File: src/rtl/gate_tb_pkg.sv
// Shared types and defaults for the gate-level response compactors.
package gate_tb_pkg;

   typedef enum logic [1:0] {IDLE, RUN, DONE} misr_state_t;

   localparam logic [63:0] DEFAULT_POLY = 64'hD800_0000_0000_0000;
   localparam int unsigned TB_WIDTH     = 64;
   localparam int unsigned TB_CNT_W     = 16;

endpackage

File: src/rtl/gate_resp_misr_if.sv
// Control, response and status bundle between the gate bench and the MISR compactor.
interface gate_resp_misr_if
   import gate_tb_pkg::*;
#(
   parameter int unsigned WIDTH = TB_WIDTH,
   parameter int unsigned CNT_W = TB_CNT_W
);
   logic             start;
   logic [CNT_W-1:0] num_cycles;
   logic             in_valid;
   logic [WIDTH-1:0] resp_inv;
   logic [WIDTH-1:0] resp_nand2;
   logic [WIDTH-1:0] exp_sig;
   logic             busy;
   logic             done;
   logic             pass;
   logic [WIDTH-1:0] signature;
   logic [CNT_W-1:0] count;

   modport master (
      output start, num_cycles, in_valid, resp_inv, resp_nand2, exp_sig,
      input  busy, done, pass, signature, count
   );

   modport slave (
      input  start, num_cycles, in_valid, resp_inv, resp_nand2, exp_sig,
      output busy, done, pass, signature, count
   );
endinterface

File: src/rtl/misr_step.sv
// One combinational MISR step folding an INV and a NAND2 response vector into the signature.
module misr_step #(
   parameter int unsigned      WIDTH = 64,
   parameter logic [WIDTH-1:0] POLY  = '0
) (
   input  logic [WIDTH-1:0] sig,
   input  logic [WIDTH-1:0] resp_inv,
   input  logic [WIDTH-1:0] resp_nand2,
   output logic [WIDTH-1:0] next_sig
);
   logic [WIDTH-1:0] folded;
   logic [WIDTH-1:0] feedback;

   // NAND2 is rotated so identical INV/NAND2 vectors do not cancel each other.
   assign folded   = resp_inv ^ {resp_nand2[0], resp_nand2[WIDTH-1:1]};
   assign feedback = sig[WIDTH-1] ? POLY : '0;
   assign next_sig = {sig[WIDTH-2:0], 1'b0} ^ feedback ^ folded;
endmodule

File: src/rtl/gate_resp_misr.sv
// Response compactor: absorbs a programmed number of valid samples into a MISR, then reports done/pass.
module gate_resp_misr
   import gate_tb_pkg::*;
#(
   parameter int unsigned      WIDTH = TB_WIDTH,
   parameter int unsigned      CNT_W = TB_CNT_W,
   parameter logic [WIDTH-1:0] POLY  = WIDTH'(DEFAULT_POLY),
   parameter logic [WIDTH-1:0] SEED  = '0
) (
   input logic             clk,
   input logic             rst,
   gate_resp_misr_if.slave bus
);
   misr_state_t      state;
   logic [WIDTH-1:0] sig_q;
   logic [WIDTH-1:0] next_sig;
   logic [CNT_W-1:0] cnt_q;
   logic [CNT_W-1:0] len_q;
   logic             busy_q;
   logic             done_q;

   misr_step #(.WIDTH(WIDTH), .POLY(POLY)) u_step (
      .sig        (sig_q),
      .resp_inv   (bus.resp_inv),
      .resp_nand2 (bus.resp_nand2),
      .next_sig   (next_sig)
   );

   // Run control; data inputs only reach state on valid samples in RUN.
   always_ff @(posedge clk) begin
      if (rst) begin
         state  <= IDLE;
         sig_q  <= SEED;
         cnt_q  <= '0;
         len_q  <= '0;
         busy_q <= 1'b0;
         done_q <= 1'b0;
      end else begin
         case (state)
            IDLE, DONE: begin
               if (bus.start) begin
                  len_q <= bus.num_cycles;
                  sig_q <= SEED;
                  cnt_q <= '0;
                  if (bus.num_cycles == '0) begin
                     state  <= DONE;
                     busy_q <= 1'b0;
                     done_q <= 1'b1;
                  end else begin
                     state  <= RUN;
                     busy_q <= 1'b1;
                     done_q <= 1'b0;
                  end
               end
            end
            RUN: begin
               if (bus.in_valid) begin
                  sig_q <= next_sig;
                  cnt_q <= cnt_q + CNT_W'(1);
                  if (cnt_q == len_q - CNT_W'(1)) begin
                     state  <= DONE;
                     busy_q <= 1'b0;
                     done_q <= 1'b1;
                  end
               end
            end
            default: begin
               state  <= IDLE;
               busy_q <= 1'b0;
               done_q <= 1'b0;
            end
         endcase
      end
   end

   assign bus.busy      = busy_q;
   assign bus.done      = done_q;
   assign bus.signature = sig_q;
   assign bus.count     = cnt_q;
   assign bus.pass      = done_q && (sig_q == bus.exp_sig);
endmodule

File: src/flat_wrapper.sv
// flat-port wrapper written by rule: the top's interface ports become plain ports
module gate_resp_misr_flat import gate_tb_pkg::*;
#(
   parameter int unsigned      WIDTH = TB_WIDTH,
   parameter int unsigned      CNT_W = TB_CNT_W,
   parameter logic [WIDTH-1:0] POLY  = WIDTH'(DEFAULT_POLY),
   parameter logic [WIDTH-1:0] SEED  = '0
)
  (clk, rst, bus_start, bus_num_cycles, bus_in_valid, bus_resp_inv, bus_resp_nand2, bus_exp_sig, bus_busy, bus_done, bus_pass, bus_signature, bus_count);
  gate_resp_misr_if #(.WIDTH(WIDTH), .CNT_W(CNT_W)) bus_i ();
  input logic clk;
  input logic rst;
  input wire logic [$bits(bus_i.start)-1:0] bus_start;
  input wire logic [$bits(bus_i.num_cycles)-1:0] bus_num_cycles;
  input wire logic [$bits(bus_i.in_valid)-1:0] bus_in_valid;
  input wire logic [$bits(bus_i.resp_inv)-1:0] bus_resp_inv;
  input wire logic [$bits(bus_i.resp_nand2)-1:0] bus_resp_nand2;
  input wire logic [$bits(bus_i.exp_sig)-1:0] bus_exp_sig;
  output wire logic [$bits(bus_i.busy)-1:0] bus_busy;
  output wire logic [$bits(bus_i.done)-1:0] bus_done;
  output wire logic [$bits(bus_i.pass)-1:0] bus_pass;
  output wire logic [$bits(bus_i.signature)-1:0] bus_signature;
  output wire logic [$bits(bus_i.count)-1:0] bus_count;
  assign bus_i.start = bus_start;
  assign bus_i.num_cycles = bus_num_cycles;
  assign bus_i.in_valid = bus_in_valid;
  assign bus_i.resp_inv = bus_resp_inv;
  assign bus_i.resp_nand2 = bus_resp_nand2;
  assign bus_i.exp_sig = bus_exp_sig;
  assign bus_busy = bus_i.busy;
  assign bus_done = bus_i.done;
  assign bus_pass = bus_i.pass;
  assign bus_signature = bus_i.signature;
  assign bus_count = bus_i.count;
  gate_resp_misr #(.WIDTH(WIDTH), .CNT_W(CNT_W), .POLY(POLY), .SEED(SEED)) u_core (.clk(clk), .rst(rst), .bus(bus_i));
endmodule
File: config.mk
export PLATFORM = sky130hd
export DESIGN_NAME = gate_resp_misr_flat
export DESIGN_NICKNAME = d
export VERILOG_FILES = /design/src/rtl/gate_tb_pkg.sv /design/src/rtl/gate_resp_misr_if.sv /design/src/rtl/misr_step.sv /design/src/rtl/gate_resp_misr.sv /design/src/flat_wrapper.sv
export SDC_FILE = /design/constraint.sdc
export NUM_CORES = 1
export LEC_CHECK = 0
export ABC_AREA = 1
export ABC_CLOCK_PERIOD_IN_PS = 2300
export BUFFER_PORTS_ARGS = -buffer_cell sky130_fd_sc_hd__clkbuf_2
export CAP_MARGIN = 20
export CORE_AREA = 2 2 119 121
export CTS_CLUSTER_SIZE = 24
export DETAILED_ROUTE_END_ITERATION = 7
export DIE_AREA = 0 0 121 123
export HOLD_SLACK_MARGIN = 0.06
export PLACE_DENSITY = 0.76
export SLEW_MARGIN = 20
export SYNTH_ARGS = -nofsm -noshare
export SYNTH_HDL_FRONTEND = slang
export SYNTH_SLANG_ARGS = --single-unit
File: constraint.sdc
create_clock -name clk -period 2.3 [get_ports clk]
set_input_delay 0.575 -clock clk [delete_from_list [all_inputs] [get_ports clk]]
set_output_delay 0.575 -clock clk [all_outputs]
set_load 0.03 [all_outputs]
==> Yosys cells after proc, flatten, opt, wreduce, memory -nomap -nowiden <==
Index checks and enable logic that the tools add are counted.
{ "totals": {"elab_cells": 48, "ram_bits": 0, "output_inout_bits": 83, "inputBits": 212, "regBits": 100, "latch_bits": 0, "mem_bits_ro": 0, "n_memories": 0} }
{ "classes": {"mux": 22, "div": 0, "order_cmp": 0, "n_mul": 0, "add_sub_neg": 2, "n_eq_ne": 7, "bitwise_logic": 3, "n_reduce_logical": 8, "n_shift": 0} }
{ "ops": {"columns": ["op", "n"], "rows": [
  ["64-bit two-way mux", 3],
  ["64-bit bitwise XOR", 3],
  ["64-bit case mux with 2 select lines", 1],
  ["64-bit equality test", 1],
  ["16-bit two-way mux", 2],
  ["16-bit case mux with 2 select lines", 1],
  ["16-bit by 1-bit adder with 16-bit output, second input constant", 1],
  ["16-bit equality test", 1],
  ["16-bit logical NOT", 1],
  ["16-bit by 1-bit subtractor with 16-bit output, second input constant", 1],
  ["1-bit two-way mux", 8],
  ["2-bit two-way mux", 4],
  ["3-bit AND reduction", 2],
  ["2-bit != test, second input constant", 2],
  ["1-bit case mux with 2 select lines", 2],
  ["2-bit case mux with 2 select lines", 1],
  ["2-bit by 1-bit equality test with 1-bit output, second input constant", 1],
  ["2-bit equality test, second input constant", 1],
  ["2-bit logical NOT", 1],
  ["2-bit by 1-bit != test with 1-bit output, second input constant", 1],
  ["2-bit AND reduction", 1],
  ["2-bit nonzero test", 1],
  ["2-bit OR reduction", 1],
  ["1-bit logical AND", 1]
]} }

==> Logic depth before layout (Yosys ltp) <==
Gate-level depths: netlist (run 1).
{ "depth": {"depth_word": 5, "ltp_mapped": 16, "ltp_nobuf": 16} }

==> Modules after synthesis <==
A second synthesis (run 1) with hierarchy kept.
{ "unflattened": {"hier_cells": 1375, "hier_area_um2": 7589.8} }
{ "by_module_without_submodules": {"columns": ["mod", "cells_per_inst", "seq_area_each_um2", "instances", "area_per_inst_um2"], "rows": [
  ["gate_resp_misr", 769, 1961.9, 1, 5216.3],
  ["misr_step", 606, 0.0, 1, 2373.5]
]} }

==> Least setup slack after synthesis (run 1) <==
No wires, ideal clock.
{ "synth_timing": {"path_kind": "input-to-output", "from": "input bus_exp_sig[62]", "to": "output bus_pass", "arrival_time_ps": 1766, "required_ps": 1725, "stages": 6, "path_buffers": 0, "slack_ps": -41, "path_cell_list": "or2_2 > a221oi_1 > nand4_1 > nor2_1 > nand2_1 > nor2_1"} }
{ "synth_between": {"elab_chain_len": 2} }
{ "synth_rtl": {"columns": ["item", "line_no", "text"], "rows": [
  ["start: declaration", "flat_wrapper.sv:18", "input wire logic [$bits(bus_i.exp_sig)-1:0] bus_exp_sig;"],
  ["64-bit equality test", "gate_resp_misr.sv:80", "assign bus.pass = done_q && (sig_q == bus.exp_sig);"],
  ["1-bit logical AND", "gate_resp_misr.sv:80", null],
  ["end: declaration", "flat_wrapper.sv:21", "output wire logic [$bits(bus_i.pass)-1:0] bus_pass;"]
]} }
No other way between the ends.

==> Worst setup path after layout (run 1) <==
Ends and elaborated chain as after synthesis.

==> results.md, run 1 <==
- Status: finished with violations
- Failing checks: negative setup slack
- Die X-Extent: 121 µm
- First-pass GRT wire length: between 30000 and 40000 µm
- Fillers: between 1000 and 1500
- CP peak stage delay: 0.30 ns
- DP HPWL: between 15000 and 20000 µm
- Async SR Flop Fraction: 0%
- Setup slack after layout: -0.296 ns
- FF+latch area: 1970 µm²
- Largest net degree at the start of global routing: between 50 and 60
- Final hold violations: 0
- Min Hold Slack: 0.484 ns
- TritonCTS clock tree: yes
- Worst skew pair latency: 0.35 ns
- Vias in the first global route: between 6000 and 7000
- Clock sinks: slightly below 100
- Area occupied by multi-input gates: 3900 µm²
- Max clock buf depth: 2
- Gpl congestion: 0.927
- Final ANT Viol Nets: 0
- Post-synth cell types: 36
- Final WL: 22400 µm
- Synth Instances: 892
- Final Slew Violations: 0
- Cell Area, Synth: between 6000 and 7000 µm²
- Via density per instance: 5.15
- Buf/Inv on CP: 3
- Hold-fix buffer count after cts: 0
- Fin crit share: 113%
- Synthesized area per cell: 6.97 µm²
- Final setup viols: 1
- Top FF cell, synth: dfxtp_1
- Layout area overhead: 38.4%
- Number of flops mapped to enable cells by yosys: 0
- Initial Util: a little under half
- Critical Path End Type: output pin
- Die Y: about 120 µm
- Worst slew margin: 70.4%
- CP cell instances: buf_6, or2_4, a221oi_4, buf_4, nand4_1, nor2_1, nand2_1, nor2_4, buf_8
- GRT Util Overall: 29.7%
- Final Instance Area: 8600 µm²
- Reg clk slew, reported paths: 0.07 ns
- Slowest-stage cell, CP: a221oi_4
- Worst-Margin Slew: 0.445 ns
- Drt wl/cell: 15.9 µm
- MaxCap Viol Count: 0
- Sum Neg Setup Slack: -0.296 ns
- PwrDens: roughly 530 nW/µm²
- P_leak: 0.00412 µW
- Via count: 7239
- First-pass DRT Iterations: 6
- Post-synthesis sequential area ratio: 31.5%
- Die area: 14900 µm²
- Fmax: 0.385 GHz
- YS warnings: 0
- Startpoint types: input port
- Share of cells above drive strength 1: 32.2%
- Core Area: 13600 µm²
- Final core occ: a little over three fifths
- Power Total: 4590 µW
- Initial antenna violation count: 0
- # H-tree levels: 3
- Period minus WS final: 2.60 ns
- Fin nets: 1437
- #FFs+latches synth: 98
- Peak supply drop: 0.347 mV
- Drt initial violations: 446
- CTS Buf Count: 9
- Row cnt: 43
- CP delay by family, top: simple AND/OR/NAND/NOR gates
- Drt drc: 0
- Clock root cell: clkbuf_16
- Most frequent cells in the layout: 292 x clkbuf_2, 127 x nand2_1, 107 x o21ai_0
- Remaining Overflow, GRT: 0
- RSZ-0062 raised after global routing: true
- Top-level I/O count: about 300
- Worst EP arrival: about 2.0 ns
- # port buffers: 294
- Crit path kind: input port to output pin
- Commonest non-fill, non-tap cell in the layout: clkbuf_2
- Max FO, Critical Path: 2
- Syn nets: 1106
- Critical path required time: ~1.7 ns
- Diode count: 0
- Worst hold path class: flop to flop
- Clk_skew: ~0.0046 ns
- Post-Place Cell Area: approximately 8200 µm²
==> through the flow <==
stage          std cells  worst slack, ns
3_3_place_gp        1390           -0.506
5_1_grt             1406           -0.406
4_1_cts             1404           -0.283
3_5_place_dp        1390           -0.436
6_report            1406           -0.296
2_1_floorplan        892           0.0783
==> worst register-to-register path, delay by kind of cell, from the launching register on <==
family                   cells  cell delay [ns]
AND/OR/NAND/NOR              7             0.74
flip-flops                   1             0.32
adder cells (fa/ha/maj)      1             0.21
buffers and inverters        2             0.18
XOR/XNOR                     1             0.17
AO/OA/AOI/OAI                1             0.17
==> synthesized netlist by cell type, types with 3 or more instances <==
| library cell | number | area [µm²] |
|---|---|---|
| a21oi_1 | 84 | 420 |
| o21ai_0 | 108 | 541 |
| nor3_2 | 3 | 30.0 |
| nand2_1 | 128 | 480 |
| a221oi_1 | 3 | 26.3 |
| xnor2_1 | 23 | 201 |
| a211oi_1 | 4 | 30.0 |
| nand3_1 | 19 | 95.1 |
| xor2_1 | 82 | 718 |
| nand4_1 | 13 | 81.3 |
| nor2_1 | 104 | 390 |
| inv_1 | 81 | 304 |
| or2_2 | 10 | 62.6 |
| clkbuf_1 | 24 | 90.1 |
| nor3_1 | 5 | 25.0 |
| nor4_1 | 11 | 68.8 |
| a21o_1 | 20 | 150 |
| a22o_1 | 4 | 35.0 |
| o22ai_1 | 8 | 50.1 |
| buf_2 | 4 | 20.0 |
| o21a_1 | 39 | 293 |
| dfxtp_1 | 98 | 1960 |
==> logic make-up (layout without fill, tap and decap cells) <==
kind of cell / count (synthesis) / in the layout / synth area share, %
buffers and inverters: 110 / 444 / 6.72
xor gates and xnor gates: 105 / 105 / 14.8
AOI/OAI and AO/OA: 277 / 277 / 25.9
DFF: 98 / 98 / 31.5
adders and majority gates: 2 / 2 / 0.402
and+or+nand+nor: 300 / 300 / 20.7
==> registers in the layout (all words and copies together) (netlist names) <==
name / flops
u_core.bus.count: 16
u_core.bus.done: 1
u_core.bus.signature: 64
u_core.len_q: 16
u_core.state: 1
==> area by class of cell <==
class / instances / share of cell area [%]
clock buffer: 11 / 2.94
inverter: 82 / 3.58
multi-input combinational: 684 / 45.3
clock inverter: 3 / 0.465
timing repair buffer: 348 / 22.1
tap: 180 / 2.62
sequential: 98 / 22.9
==> power by group <==
| part | switching [µW] | total (µW) | leakage (µW) | internal [µW] |
|---|---|---|---|---|
| registers | 77.3 | 1850 | 0.000801 | 1770 |
| logic | 707 | 1190 | 0.00318 | 482 |
| clock network | 662 | 1550 | 0.000147 | 888 |
| total | 1450 | 4590 | 0.00412 | 3140 |
==> path summary, 6_finish.rpt <==
check / startpoint / endpoint / slack [ns] / cells past startpoint
setup / recovery: bus_exp_sig[62] / bus_pass / -0.30 / 9
hold / removal: u_core.len_q[1] / u_core.len_q[1] / 0.48 / 2
setup reg to reg: u_core.len_q[0] / u_core.bus.done / 0.41 / 12
hold reg to reg: u_core.len_q[1] / u_core.len_q[1] / 0.48 / 2
==> what timing repair did <==
| item | 4_1_cts | 5_1_grt |
|---|---|---|
| pin swaps | 5 | 10 |
| setup endpoints to repair | 1 | 1 |
| resized for setup | 12 | 11 |
| setup buffers | 0 | 2 |
==> layer usage <==
layer | track usage [%] | vias up | share of wire [%]
met3 | 5.72 | 45 | 7.0
li1 | - | 3641 | -
met1 | 35.5 | 3273 | 40
met2 | 52.4 | 280 | 50
met4 | 11.9 | 0 | 3.3
met5 | 0 | - | 0
(Power assumes the default switching activity.)
==> run 2: changes to the inputs <==
Settings changed: CORE_AREA 2 2 119 121 to 2 2 152 95, DIE_AREA 0 0 121 123 to 0 0 154 97.
==> results.md, run 2 (synthesis results as in run 1) <==
- Max clock buf depth: 2 (unchanged)
- # port buffers: 294 (unchanged)
- Gpl congestion: 0.992 (was 0.927)
- Largest net degree at the start of global routing: 67 (was 57)
- P_leak: 0.00415 µW (was 0.00412 µW)
- Largest register FFs: 64 (unchanged)
- Most frequent CP cell: nand2_1
- Crit path kind: flop to output pin (was input port to output pin)
- Vias in the first global route: 6376 (was 6745)
- Layout area overhead: 40.2% (was 38.4%)
- Commonest non-fill, non-tap cell in the layout: clkbuf_2 (unchanged)
- Final core occ: 65.0% (was 63.2%)
- TritonCTS clock tree: yes (unchanged)
- Core Area: 13400 µm² (was 13600 µm²)
- Top-level I/O count: 295 (unchanged)
- Fin crit share: 107% (was 113%)
- Final hold violations: 0 (unchanged)
- Drt initial violations: 688 (was 446)
- Fin nets: 1433 (was 1437)
- Die X-Extent: 154 µm (was 121 µm)
- First-pass GRT wire length: 35900 µm (was 33900 µm)
- Clock sinks: 98 (unchanged)
- PwrDens: 544 nW/µm² (was 533 nW/µm²)
- Via count: 7349 (was 7239)
- Post-Place Cell Area: 8160 µm² (was 8220 µm²)
- Critical path required time: 1.73 ns (about the same)
- Reg clk slew, reported paths: 0.08 ns (was 0.07 ns)
- First-pass DRT Iterations: 5 (was 6)
- DP HPWL: 19400 µm (was 18300 µm)
- Setup slack after layout: -0.162 ns (was -0.296 ns)
- Worst-Margin Slew: 0.492 ns (was 0.445 ns)
- CP cell instances: inv_4, nand2_1, o21ai_0, nor4_1, nand2_1, nand3b_1, nor2_2, clkbuf_8 (was buf_6, or2_4, a221oi_4, buf_4, nand4_1, nor2_1, nand2_1, nor2_4, buf_8)
- Die Y: 97 µm (was 123 µm)
- GRT Util Overall: 31.3% (was 29.7%)
- Slowest-stage cell, CP: nor4_1 (was a221oi_4)
- Share of cells above drive strength 1: 35.9% (was 32.2%)
- Initial antenna violation count: 0 (unchanged)
- RSZ-0062 raised after global routing: true (unchanged)
- Period minus WS final: 2.46 ns (was 2.60 ns)
- Worst slew margin: 67.2% (was 70.4%)
- Power Total: 4740 µW (was 4590 µW)
- Die area: 14900 µm² (about the same)
- Failing checks: negative setup slack (unchanged)
- Startpoint types: flop (was input port)
- Worst EP arrival: 1.89 ns (was 2.02 ns)
- Worst skew pair latency: 0.36 ns (was 0.35 ns)
- Max FO, Critical Path: 4 (was 2)
- Worst slack, placed: -0.157 ns (was -0.436 ns)
- Initial Util: 46.3% (was 45.7%)
- # H-tree levels: 3 (unchanged)
- Most frequent cells in the layout: 293 x clkbuf_2, 127 x nand2_1, 102 x nor2_1 (was 292 x clkbuf_2, 127 x nand2_1, 107 x o21ai_0)
- Final Instance Area: 8720 µm² (was 8600 µm²)
- CTS Buf Count: 9 (unchanged)
- Clock root cell: clkbuf_16 (unchanged)
- Final Slew Violations: 0 (unchanged)
- Critical Path End Type: output pin (unchanged)
- Fmax: 0.406 GHz (was 0.385 GHz)
- Drt wl/cell: 17.3 µm (was 15.9 µm)
- MaxCap Viol Count: 0 (unchanged)
- Row cnt: 33 (was 43)
- Remaining Overflow, GRT: 0 (unchanged)
- Clk_skew: 0.0138 ns (was 0.00456 ns)
- Final ANT Viol Nets: 0 (unchanged)
- Final WL: 24200 µm (was 22400 µm)
- Final setup viols: 1 (unchanged)
- CP peak stage delay: 0.39 ns (was 0.30 ns)
- Peak supply drop: 0.349 mV (was 0.347 mV)
- Status: finished with violations (unchanged)
- Worst hold path class: input port to flop (was flop to flop)
- Diode count: 0 (unchanged)
- Via density per instance: 5.25 (was 5.15)
- Drt drc: 0 (unchanged)
## run 2: cell types whose count changed in the layout (fill, tap and decap cells not counted), moves of 3 or more
cell and change:
inv_1 -16, dfxtp_1 -20, inv_2 +14, o21ai_1 +4
buf_4 -9, buf_12 +3, o21ai_0 -6, dfxtp_2 +20
## run 2: path summary, 6_finish.rpt
check                           slack (ns)                startpoint  cells past startpoint               end
worst max-delay path                 -0.16  u_core.bus.signature[23]                      8          bus_pass
worst max register to register        0.33           u_core.len_q[0]                     12   u_core.bus.done
worst min register to register        0.51           u_core.len_q[1]                      2   u_core.len_q[1]
worst min-delay path                  0.48        bus_num_cycles[12]                      3  u_core.len_q[12]
## run 2: cell type report
cell class | instances | area [µm²]
clock buffer | 10 | 239
sequential | 98 | 2000
tap | 175 | 219
multi-input combinational | 684 | 3950
clock inverter | 6 | 78.8
timing repair buffer | 344 | 1910
fill | 1203 | 4700
inverter | 82 | 313
## run 2: report_power, final
| part | switching, µW | leakage [µW] | internal (µW) |
|---|---|---|---|
| Clock | 745 | 0.000157 | 898 |
| Sequential | 88.7 | 0.000811 | 1770 |
| Combinational | 743 | 0.00318 | 489 |
## run 2: what timing repair did
action,CTS,global route
resized for setup,50,26
hold buffers,0,0
pin swaps,15,10
setup buffers,5,3
endpoints found under the setup margin,1,1
## run 2: stage by stage
step | std cells | hold WS, ns | setup TNS [ns]
4_1_cts | 1396 | 0.481 | -0.136
5_1_grt | 1399 | 0.505 | -0.284
2_1_floorplan | 892 | 0.448 | 0
3_5_place_dp | 1375 | 0.488 | -0.157
3_3_place_gp | 1375 | 0.489 | -0.126
6_report | 1399 | 0.482 | -0.162
## run 2: worst max-delay path: cells and delay by family (launching register included)
family / cells / cell delay [ns]
AOI/OAI and AO/OA: 1 / 0.11
buffers and inverters: 2 / 0.23
DFF: 1 / 0.37
and+or+nand+nor: 5 / 0.83
## run 2: per-layer routing
metal | global-route usage [%] | vias up | wire length [µm]
li1 | - | 3647 | -
met1 | 45.9 | 3257 | 11000
met2 | 46.8 | 416 | 10300
met3 | 6.81 | 29 | 2490
met4 | 6.54 | 0 | 359
met5 | 0 | - | 0
